===== src/rtl/fetch_pkg.sv =====
// Shared types and constants for the decoupled instruction fetch front end.
//   fetch_entry_t : one buffered fetch, {pc, instr}
//   FETCH_NOP     : canonical RV32I no-op (addi x0, x0, 0)
//   FETCH_MASK    : byte-enable mask for full-word instruction reads
package fetch_pkg;

    localparam int unsigned FETCH_ADDR_W  = 32;
    localparam int unsigned FETCH_INSTR_W = 32;

    localparam logic [31:0] FETCH_NOP  = 32'h0000_0013;
    localparam logic [3:0]  FETCH_MASK = 4'b1111;

    // The entry layout is fixed at 32-bit PC and 32-bit instruction; the top
    // level casts its ADDRESS/INSTRUCTION-wide values into and out of it.
    typedef struct packed {
        logic [FETCH_ADDR_W-1:0]  pc;
        logic [FETCH_INSTR_W-1:0] instr;
    } fetch_entry_t;

endpackage


===== src/rtl/fetch_fifo.sv =====
// Synchronous FIFO of fetch entries with flush.
//   clk, rst     : clock and asynchronous active-high reset
//   push, entry  : write push_entry at the tail
//   pop          : remove the head entry
//   flush        : drop all entries (overrides push and pop)
//   head_entry   : entry at the head (registered storage)
//   count        : number of valid entries
// The caller guarantees no push when full and no pop when empty.
module fetch_fifo
    import fetch_pkg::*;
#(
    parameter int unsigned DEPTH = 4,
    localparam int unsigned CNT_W = $clog2(DEPTH + 1),
    localparam int unsigned PTR_W = (DEPTH > 1) ? $clog2(DEPTH) : 1
) (
    input  logic               clk,
    input  logic               rst,
    input  logic               push,
    input  fetch_entry_t       push_entry,
    input  logic               pop,
    input  logic               flush,
    output fetch_entry_t       head_entry,
    output logic [CNT_W-1:0]   count
);

    fetch_entry_t     mem_q [DEPTH];
    fetch_entry_t     mem_d [DEPTH];
    logic [PTR_W-1:0] wr_ptr_q, wr_ptr_d;
    logic [PTR_W-1:0] rd_ptr_q, rd_ptr_d;
    logic [CNT_W-1:0] count_q, count_d;

    // Pointers wrap explicitly so DEPTH need not be a power of two.
    function automatic logic [PTR_W-1:0] ptr_inc(input logic [PTR_W-1:0] ptr);
        logic [PTR_W-1:0] nxt;
        if (ptr == PTR_W'(DEPTH - 1)) begin
            nxt = {PTR_W{1'b0}};
        end else begin
            nxt = ptr + PTR_W'(32'd1);
        end
        return nxt;
    endfunction

    // Next-state for storage, pointers and occupancy.
    always_comb begin
        mem_d    = mem_q;
        wr_ptr_d = wr_ptr_q;
        rd_ptr_d = rd_ptr_q;
        count_d  = count_q;
        if (flush) begin
            wr_ptr_d = {PTR_W{1'b0}};
            rd_ptr_d = {PTR_W{1'b0}};
            count_d  = {CNT_W{1'b0}};
        end else begin
            if (push) begin
                mem_d[wr_ptr_q] = push_entry;
                wr_ptr_d        = ptr_inc(wr_ptr_q);
            end else begin
                wr_ptr_d = wr_ptr_q;
            end
            if (pop) begin
                rd_ptr_d = ptr_inc(rd_ptr_q);
            end else begin
                rd_ptr_d = rd_ptr_q;
            end
            count_d = count_q + CNT_W'(push) - CNT_W'(pop);
        end
    end

    // FIFO state registers.
    always_ff @(posedge clk or posedge rst) begin
        if (rst) begin
            for (int i = 0; i < int'(DEPTH); i++) begin
                mem_q[i] <= {$bits(fetch_entry_t){1'b0}};
            end
            wr_ptr_q <= {PTR_W{1'b0}};
            rd_ptr_q <= {PTR_W{1'b0}};
            count_q  <= {CNT_W{1'b0}};
        end else begin
            mem_q    <= mem_d;
            wr_ptr_q <= wr_ptr_d;
            rd_ptr_q <= rd_ptr_d;
            count_q  <= count_d;
        end
    end

    assign head_entry = mem_q[rd_ptr_q];
    assign count      = count_q;

endmodule


===== src/rtl/fetch_queue_checker.sv =====
// Protocol checks for the fetch queue unit.
//   clk, rst    : clock and asynchronous active-high reset
//   mem_valid   : memory response strobe
//   outstanding : requests accepted but not yet answered
//   count       : entries held in the queue
module fetch_queue_checker #(
    parameter int unsigned DEPTH = 4,
    parameter int unsigned CNT_W = 3
) (
    input logic             clk,
    input logic             rst,
    input logic             mem_valid,
    input logic [CNT_W-1:0] outstanding,
    input logic [CNT_W-1:0] count
);

    // A response is only legal while a request is in flight.
    resp_has_request: assert property (@(posedge clk) disable iff (rst)
        mem_valid |-> (outstanding != {CNT_W{1'b0}}));

    // Queued plus in-flight fetches never exceed the queue capacity.
    credit_bound: assert property (@(posedge clk) disable iff (rst)
        (({1'b0, outstanding} + {1'b0, count}) <= (CNT_W + 1)'(DEPTH)));

endmodule


===== src/rtl/fetch_queue_unit.sv =====
// Decoupled instruction fetch front end.
// Issues sequential word fetches with a bounded number in flight, buffers the
// returned words with their PCs, and hands them to decode. A redirect loads a
// new PC and flushes both the queue and every fetch still in flight.
//   clk, rst                    : clock, asynchronous active-high reset
//   address_out                 : current fetch PC
//   instruction_mem_request     : fetch request valid
//   instruction_mem_we_re/mask  : constant read / full-word mask
//   instruction_mem_ready       : memory accepts the request this cycle
//   instruction_mem_valid       : in-order response word strobe
//   instruction                 : response word
//   redirect_valid/addr         : load new PC and flush
//   instr_valid/out/pc          : queue head towards decode
//   instr_ready                 : decode consumes the head
module fetch_queue_unit
    import fetch_pkg::*;
#(
    parameter int unsigned         ADDRESS      = 32,
    parameter int unsigned         INSTRUCTION  = 32,
    parameter int unsigned         DEPTH        = 4,
    parameter logic [ADDRESS-1:0]  RESET_VECTOR = ADDRESS'(32'h0000_0000)
) (
    input  logic                   clk,
    input  logic                   rst,
    output logic [ADDRESS-1:0]     address_out,
    output logic                   instruction_mem_request,
    output logic                   instruction_mem_we_re,
    output logic [3:0]             instruction_mem_mask,
    input  logic                   instruction_mem_ready,
    input  logic                   instruction_mem_valid,
    input  logic [INSTRUCTION-1:0] instruction,
    input  logic                   redirect_valid,
    input  logic [ADDRESS-1:0]     redirect_addr,
    output logic                   instr_valid,
    output logic [INSTRUCTION-1:0] instr_out,
    output logic [ADDRESS-1:0]     instr_pc,
    input  logic                   instr_ready
);

    localparam int unsigned CNT_W = $clog2(DEPTH + 1);

    logic [ADDRESS-1:0] pc_q, pc_d;
    logic [ADDRESS-1:0] resp_pc_q, resp_pc_d;
    logic [CNT_W-1:0]   outstanding_q, outstanding_d;
    logic [CNT_W-1:0]   discard_q, discard_d;

    logic [ADDRESS-1:0] redirect_pc_s;
    logic [1:0]         unused_redirect_lsb_s;
    logic [CNT_W-1:0]   count_s;
    logic [CNT_W-1:0]   outstanding_after_resp_s;
    logic [CNT_W:0]     credit_used_s;
    logic               request_s;
    logic               accept_s;
    logic               drop_s;
    logic               push_s;
    logic               pop_s;
    logic               instr_valid_s;
    fetch_entry_t       push_entry_s;
    fetch_entry_t       head_entry_s;

    assign redirect_pc_s         = {redirect_addr[ADDRESS-1:2], 2'b00};
    assign unused_redirect_lsb_s = redirect_addr[1:0];

    // Handshake decode: credit-limited issue, discard of stale responses,
    // and redirect overriding both push and pop.
    always_comb begin
        credit_used_s = {1'b0, count_s} + {1'b0, outstanding_q};
        // rst gating keeps the request low while the core is held in reset.
        request_s     = !rst && !redirect_valid && (credit_used_s < (CNT_W + 1)'(DEPTH));
        accept_s      = request_s && instruction_mem_ready;
        drop_s        = instruction_mem_valid && (discard_q != {CNT_W{1'b0}});
        push_s        = instruction_mem_valid && !drop_s && !redirect_valid;
        instr_valid_s = (count_s != {CNT_W{1'b0}});
        pop_s         = instr_valid_s && instr_ready && !redirect_valid;
        push_entry_s  = '{pc: FETCH_ADDR_W'(resp_pc_q), instr: FETCH_INSTR_W'(instruction)};
    end

    // Next-state for PC, response PC and the in-flight / discard counters.
    always_comb begin
        outstanding_after_resp_s = outstanding_q - CNT_W'(instruction_mem_valid);
        outstanding_d            = outstanding_after_resp_s + CNT_W'(accept_s);
        if (redirect_valid) begin
            pc_d      = redirect_pc_s;
            resp_pc_d = redirect_pc_s;
            // Everything still in flight after this cycle belongs to the old path.
            discard_d = outstanding_after_resp_s;
        end else begin
            if (accept_s) begin
                pc_d = pc_q + ADDRESS'(32'd4);
            end else begin
                pc_d = pc_q;
            end
            if (push_s) begin
                resp_pc_d = resp_pc_q + ADDRESS'(32'd4);
            end else begin
                resp_pc_d = resp_pc_q;
            end
            if (drop_s) begin
                discard_d = discard_q - CNT_W'(32'd1);
            end else begin
                discard_d = discard_q;
            end
        end
    end

    // Front-end state registers.
    always_ff @(posedge clk or posedge rst) begin
        if (rst) begin
            pc_q          <= RESET_VECTOR;
            resp_pc_q     <= RESET_VECTOR;
            outstanding_q <= {CNT_W{1'b0}};
            discard_q     <= {CNT_W{1'b0}};
        end else begin
            pc_q          <= pc_d;
            resp_pc_q     <= resp_pc_d;
            outstanding_q <= outstanding_d;
            discard_q     <= discard_d;
        end
    end

    fetch_fifo #(
        .DEPTH (DEPTH)
    ) u_fifo (
        .clk        (clk),
        .rst        (rst),
        .push       (push_s),
        .push_entry (push_entry_s),
        .pop        (pop_s),
        .flush      (redirect_valid),
        .head_entry (head_entry_s),
        .count      (count_s)
    );

    fetch_queue_checker #(
        .DEPTH (DEPTH),
        .CNT_W (CNT_W)
    ) u_checker (
        .clk         (clk),
        .rst         (rst),
        .mem_valid   (instruction_mem_valid),
        .outstanding (outstanding_q),
        .count       (count_s)
    );

    assign address_out             = pc_q;
    assign instruction_mem_request = request_s;
    assign instruction_mem_we_re   = 1'b0;
    assign instruction_mem_mask    = FETCH_MASK;
    assign instr_valid             = instr_valid_s;
    assign instr_out               = INSTRUCTION'(head_entry_s.instr);
    assign instr_pc                = ADDRESS'(head_entry_s.pc);

endmodule


===== config.mk =====
export PLATFORM = sky130hd
export DESIGN_NAME = fetch_queue_unit
export DESIGN_NICKNAME = d
export VERILOG_FILES = /design/src/rtl/fetch_pkg.sv /design/src/rtl/fetch_fifo.sv /design/src/rtl/fetch_queue_checker.sv /design/src/rtl/fetch_queue_unit.sv
export SDC_FILE = /design/constraint.sdc
export NUM_CORES = 1
export LEC_CHECK = 0
export BUFFER_PORTS_ARGS = -buffer_cell sky130_fd_sc_hd__buf_2
export CORE_MARGIN = 2
export CORE_UTILIZATION = 41
export DETAILED_ROUTE_END_ITERATION = 8
export PLACE_DENSITY_LB_ADDON = 0.3
export SLEW_MARGIN = 20
export SYNTH_ARGS = -nofsm -noshare
export SYNTH_HDL_FRONTEND = slang
export SYNTH_SLANG_ARGS = --single-unit

===== constraint.sdc =====
create_clock -name clk -period 19.09 [get_ports clk]
set_clock_uncertainty 0.1 [all_clocks]
set_input_delay 3.818 -clock clk [delete_from_list [all_inputs] [get_ports clk]]
set_output_delay 3.818 -clock clk [all_outputs]
set_load 0.005 [all_outputs]

-- Word level (Yosys, flattened, before mapping)
Cells that the tools add are included.
- memory bits (read-only): 0
- memories kept: 0
- logic and storage cells: 72
- input port bits: 70
- latch bits: 0
- output and inout port bits: 103
- bits in writable memories: 0
- register bits: 333
- equality and inequality tests: 2
- reduce and logical (&&, ||, !) cells: 19
- $mul: 0
- bitwise gates (word level): 3
- div/mod/pow operators: 0
- order comparisons: 4
- add/sub/neg operators: 10
- mux-type cells: 19
- shifts and indexed selects: 0
- operator list (cell ; count):
    $bwmux 256 ; 1
    $mux 64 ; 3
    $bmux 64 s2 ; 1
    $demux 64 s2 ; 1
    $mux 32 ; 4
    $add 32x3->32 const B ; 2
    $mux 2 ; 6
    $logic_and 1x1->1 ; 9
    $mux 3 ; 3
    $reduce_bool 2->1 ; 4
    $add 3x1->3 ; 2
    $ge 3x3->1 const B ; 2
    $not 2->3 ; 2
    $reduce_bool 3->1 ; 2
    $sub 3x1->3 ; 2
    $add 2x1->2 const B ; 2
    $add 3x3->4 ; 1
    $eq 2x2->1 const B ; 2
    $lt 4x3->1 const B ; 1
    $logic_not 1->1 ; 3
    $lt 3x1->1 const B ; 1
    $sub 3x1->3 const B ; 1
    $reduce_and 2->1 ; 1
    $not 1->1 ; 1

-- Depth between registers and ports, before layout
- depth in word-level cells: 8
- gate-level depth with buffers: 11
- mapped depth without buffers: 10

-- By module
A second synthesis with hierarchy kept.
- cells, all modules: 1090
- area, all modules: 16358.2 um^2
- modules (own cells, without submodules) (module ; sequential area each (um^2) ; area an instance (um^2) ; cells each ; times used):
    fetch_fifo ; 6581.3 ; 12426.9 ; 658 ; 1
    fetch_queue_unit ; 1651.6 ; 3931.3 ; 432 ; 1

-- Worst setup path before layout
OpenSTA, ideal clock, no wires.
- path kind: input to output
- start point: in rst
- end point: out instruction_mem_request
- data required time: 15172 ps
- buffers on the path: 0
- path slack: 10976 ps
- stages on the path: 2
- data arrival time: 4196 ps
- cells stage by stage: nor3_1 -> and3_1
- word-level cells in the longest chain between the ends: 3
- RTL lines (element ; RTL line ; source):
    from (decl) ; fetch_queue_unit.sv:24 ; input logic rst,
    $logic_not 1->1 (no source line) ; -- ;
    $logic_and 1x1->1 (2 in series) ; fetch_queue_unit.sv:69 ; request_s = !rst && !redirect_valid && (credit_used_s < (CNT_W + 1)'(DEPTH));
    to (decl) ; fetch_queue_unit.sv:26 ; output logic instruction_mem_request,
No other way between the ends.

-- Final worst setup path
- start point: in redirect_valid
- end point: out instruction_mem_request
- word-level cells in the longest chain between the ends: 3
- RTL lines (element ; RTL line ; source):
    from (decl) ; fetch_queue_unit.sv:32 ; input logic redirect_valid,
    $logic_not 1->1 ; fetch_queue_unit.sv:69 ;
    $logic_and 1x1->1 (2 in series) ; fetch_queue_unit.sv:69 ;
No other way between the ends.

==> metrics.md <==
| Metric | Value |
|---|---|
| Initial Util | 0.4175 |
| Netlist Area Pre-Place | around 0.015 mm2 |
| Critical path type | in -> out |
| Die Ht | 194.8 um |
| Vias per Instance | roughly 5.4 |
| Clock transition at path regs | ~0.05 ns |
| Max clock buf depth | 3 |
| R2R Setup Slk | 15.75 ns |
| Hold Vio Cnt, Final | 0 |
| Cell Pwr Density | roughly 120 mW/mm2 |
| Layout cells sized above 1 | 0.3333 |
| Wire per inst | slightly below 20 um |
| I/O pin cnt | 173 |
| Reg2Reg Depth | 6 |
| Worst R2R End | u_fifo.mem_q[29] |
| Mean area per synthesized cell | 13.50 um2 |
| Compound-Gate Fraction of Synth Area | 0.03337 |
| Vias in the first global route | slightly below 10k |
| H-tree levels | 2 |
| #FFs+latches synth | 321 |
| Initial antenna violation count | 0 |
| Slew HR | 0.2803 |
| # rows | ~70 |
| Leakage | 8.306 nW |
| Warnings, synthesis | 0 |
| Worst-path maximum fanout | 57 |
| Synth top area share | 0.5383 |
| Crit end category | primary output |
| RSZ-0062 raised after global routing | false |
| GR Overflow Total | 0 |
| TritonCTS clock tree | built |
| Max-slew violations | 0 |
| TritonCTS Buffers | 37 |
| Worst hold stages | 2 |
| Hold Crit Start | u_fifo.mem_q[100] |
| Fill count | 3178 |
| Mux share of post-synthesis cell area | 0.2790 |
| Worst Hold End | u_fifo.mem_q[100] |
| RePlAce Congestion | a little over 0.8 |
| Sequential fraction of the synthesis area | 0.5383 |
| Most common cell in the synthesized netlist | dfrtp_1 |
| Overall routing resource usage | 0.1799 |
| Die area | between 0.03 and 0.04 mm2 |
| Routed WL | 33.91 mm |
| Unique masters post-synth | 49 |
| Slew @ Worst Pin | around 1.1 ns |
| Worst EP required | around 15 ns |
| Met2 wire length | about 17 mm |
| Synth Flop Type | dfrtp_1 |
| Routed met3 length | between 1 and 1.5 mm |
| Initial drt markers | a little under 400 |
| Yosys top cell by area | dfrtp_1 |
| Gate Count Post-Synth | ~1.1k |
| Post-synthesis simple-gate area fraction | 0.07706 |
| Port bufs | around 160 |
| DIE WIDTH | 194.8 um |
| NumNets Final | roughly 1.3k |
| Total number of vias | 9371 |
| Post-synthesis adder-cell area fraction | 0.01560 |
| Pwr Total | between 0.002 and 0.0025 W |
| Post-synthesis xor/xnor area fraction | 0.02524 |
| Placed wire-length estimate | roughly 21 mm |
| Clock root cell | clkbuf_16 |
| Number of flops mapped to enable cells by yosys | 0 |
| # DRC | 0 |
| Core area | around 0.036 mm2 |
| R2r startpoint | discard_q[0] |
| Asr flop ratio synth | 1.000 |
| Wl on met1 | ~15 mm |
| Max_cap viols | 0 |
| Max VDD drop | between 0.07 and 0.08 mV |
| First drt pass iteration count | 5 |
| Crit path DAT | ~4.8 ns |
| Setup crit start kind | input port |
| Top post-synthesis cells by area | dfrtp_1 54%, mux2_1 9.8%, mux4_2 9.4% |
| Clock sinks | approximately 320 |
| Tightest Hold Check Type | reg -> reg |
| Tcrit/Tclk final | 0.4570 |
| Post-cts repair resize count | 0 |
| Antenna Violating Nets Remaining | 0 |
| Largest net degree at the start of global routing | about 110 |
| Max Fclk | 0.1146 GHz |
| Cts hold-fix bufs | 0 |
| Setup Buffers After CTS | 0 |
| Synthesis-to-finish area growth | 16.33% |
| First-pass GRT wire length | ~54 mm |
| Commonest cells post-synth | 321 x dfrtp_1, 130 x mux2_1, 113 x mux2_2 |
| Largest family of logic cells by synthesized area | multiplexers |
| Setup Viol. Count Final | 0 |
| Highest metal used | met4 |
| Outcome | complete, no violations |
| Clk Latency, worst-skew pair | roughly 0.51 ns |
| Final TNS setup | 0 ns |
| Fin crit period | 8.724 ns |
placed cells by master, fill, tap and decap left out, types with 30 or more instances in the layout:
master,synthesis,routed
clkbuf_16,0,39
mux2_1,130,130
mux4_2,62,62
dfrtp_1,321,319
mux2_2,113,113
nand2_1,70,66
buf_2,24,161
o21ai_0,31,31
nand3_1,35,35
nor2_1,30,30
flip-flops by register name, summed over array words and instances, names as in the netlist:
signal,flops
address_out,30
discard_q,3
outstanding_q,3
resp_pc_q,30
u_fifo.count,3
u_fifo.mem_q,248
u_fifo.rd_ptr_q,2
u_fifo.wr_ptr_q,2
worst max-delay path, stage by stage:
cell	delay, ns
buf_2	0.07
buf_4	0.46
nor3_1	0.14
and3_1	0.19
buf_2	0.12
worst max-delay path by stage:
| stage | endpoint | start | cells after the start | slack (ns) |
|---|---|---|---|---|
| after floorplan | address_out[10] | rst | 1 | 6.29 |
| after global placement | instruction_mem_request | redirect_valid | 5 | 10.35 |
| after detailed placement | instruction_mem_request | redirect_valid | 5 | 10.35 |
| after CTS | instruction_mem_request | redirect_valid | 5 | 10.35 |
| after global routing | instruction_mem_request | redirect_valid | 5 | 10.26 |
| final | instruction_mem_request | redirect_valid | 5 | 10.37 |
kinds of logic (layout without fill, tap and decap cells):
| group | Yosys count | count (layout) |
|---|---|---|
| buf+inv | 106 | 263 |
| compound gates | 86 | 86 |
| simple gates | 221 | 221 |
| other cells | 2 | 10 |
| flops | 321 | 321 |
| fa+ha+maj | 18 | 18 |
| mux | 308 | 308 |
| xor+xnor | 43 | 43 |
layout make-up:
| cell class | instances | area, um2 | share of cell area |
|---|---|---|---|
| Antenna cell | 1 | 2.502 | 0.0001442 |
| Clock buffer | 51 | 1081 | 0.06228 |
| Clock inverter | 16 | 187.7 | 0.01081 |
| Inverter | 24 | 97.59 | 0.005622 |
| Multi-Input combinational cell | 685 | 6484 | 0.3735 |
| Sequential cell | 321 | 8038 | 0.4630 |
| Tap cell | 461 | 576.8 | 0.03323 |
| Timing Repair Buffer | 172 | 892.1 | 0.05139 |
per-layer routing:
layer,GRT usage,vias to the layer above
li1,-,4285
met1,0.2409,4825
met2,0.3059,207
met3,0.02950,54
met4,0.04580,0
met5,0,-
metrics by stage:
stage	util	cells	area (um2)	setup slack (ns)	hold WS, ns
4_1_cts	0.4855	1730	17350	10.35	0.3820
6_report	0.4857	1731	17360	10.37	0.3789
3_3_place_gp	0.4500	1663	16080	10.35	0.3589
2_1_floorplan	-	1112	14950	6.287	0.3446
5_1_grt	0.4856	1730	17360	10.26	0.3989
3_5_place_dp	0.4500	1663	16080	10.35	0.3690
where the power goes:
part / total (W) / internal [W] / switching [W]
combinational: 0.000487 / 0.000276 / 0.000211
clock: 0.000733 / 0.000451 / 0.000282
sequential: 0.000907 / 0.000809 / 0.0000982
No activity file was read; power rests on OpenSTA's default activity.
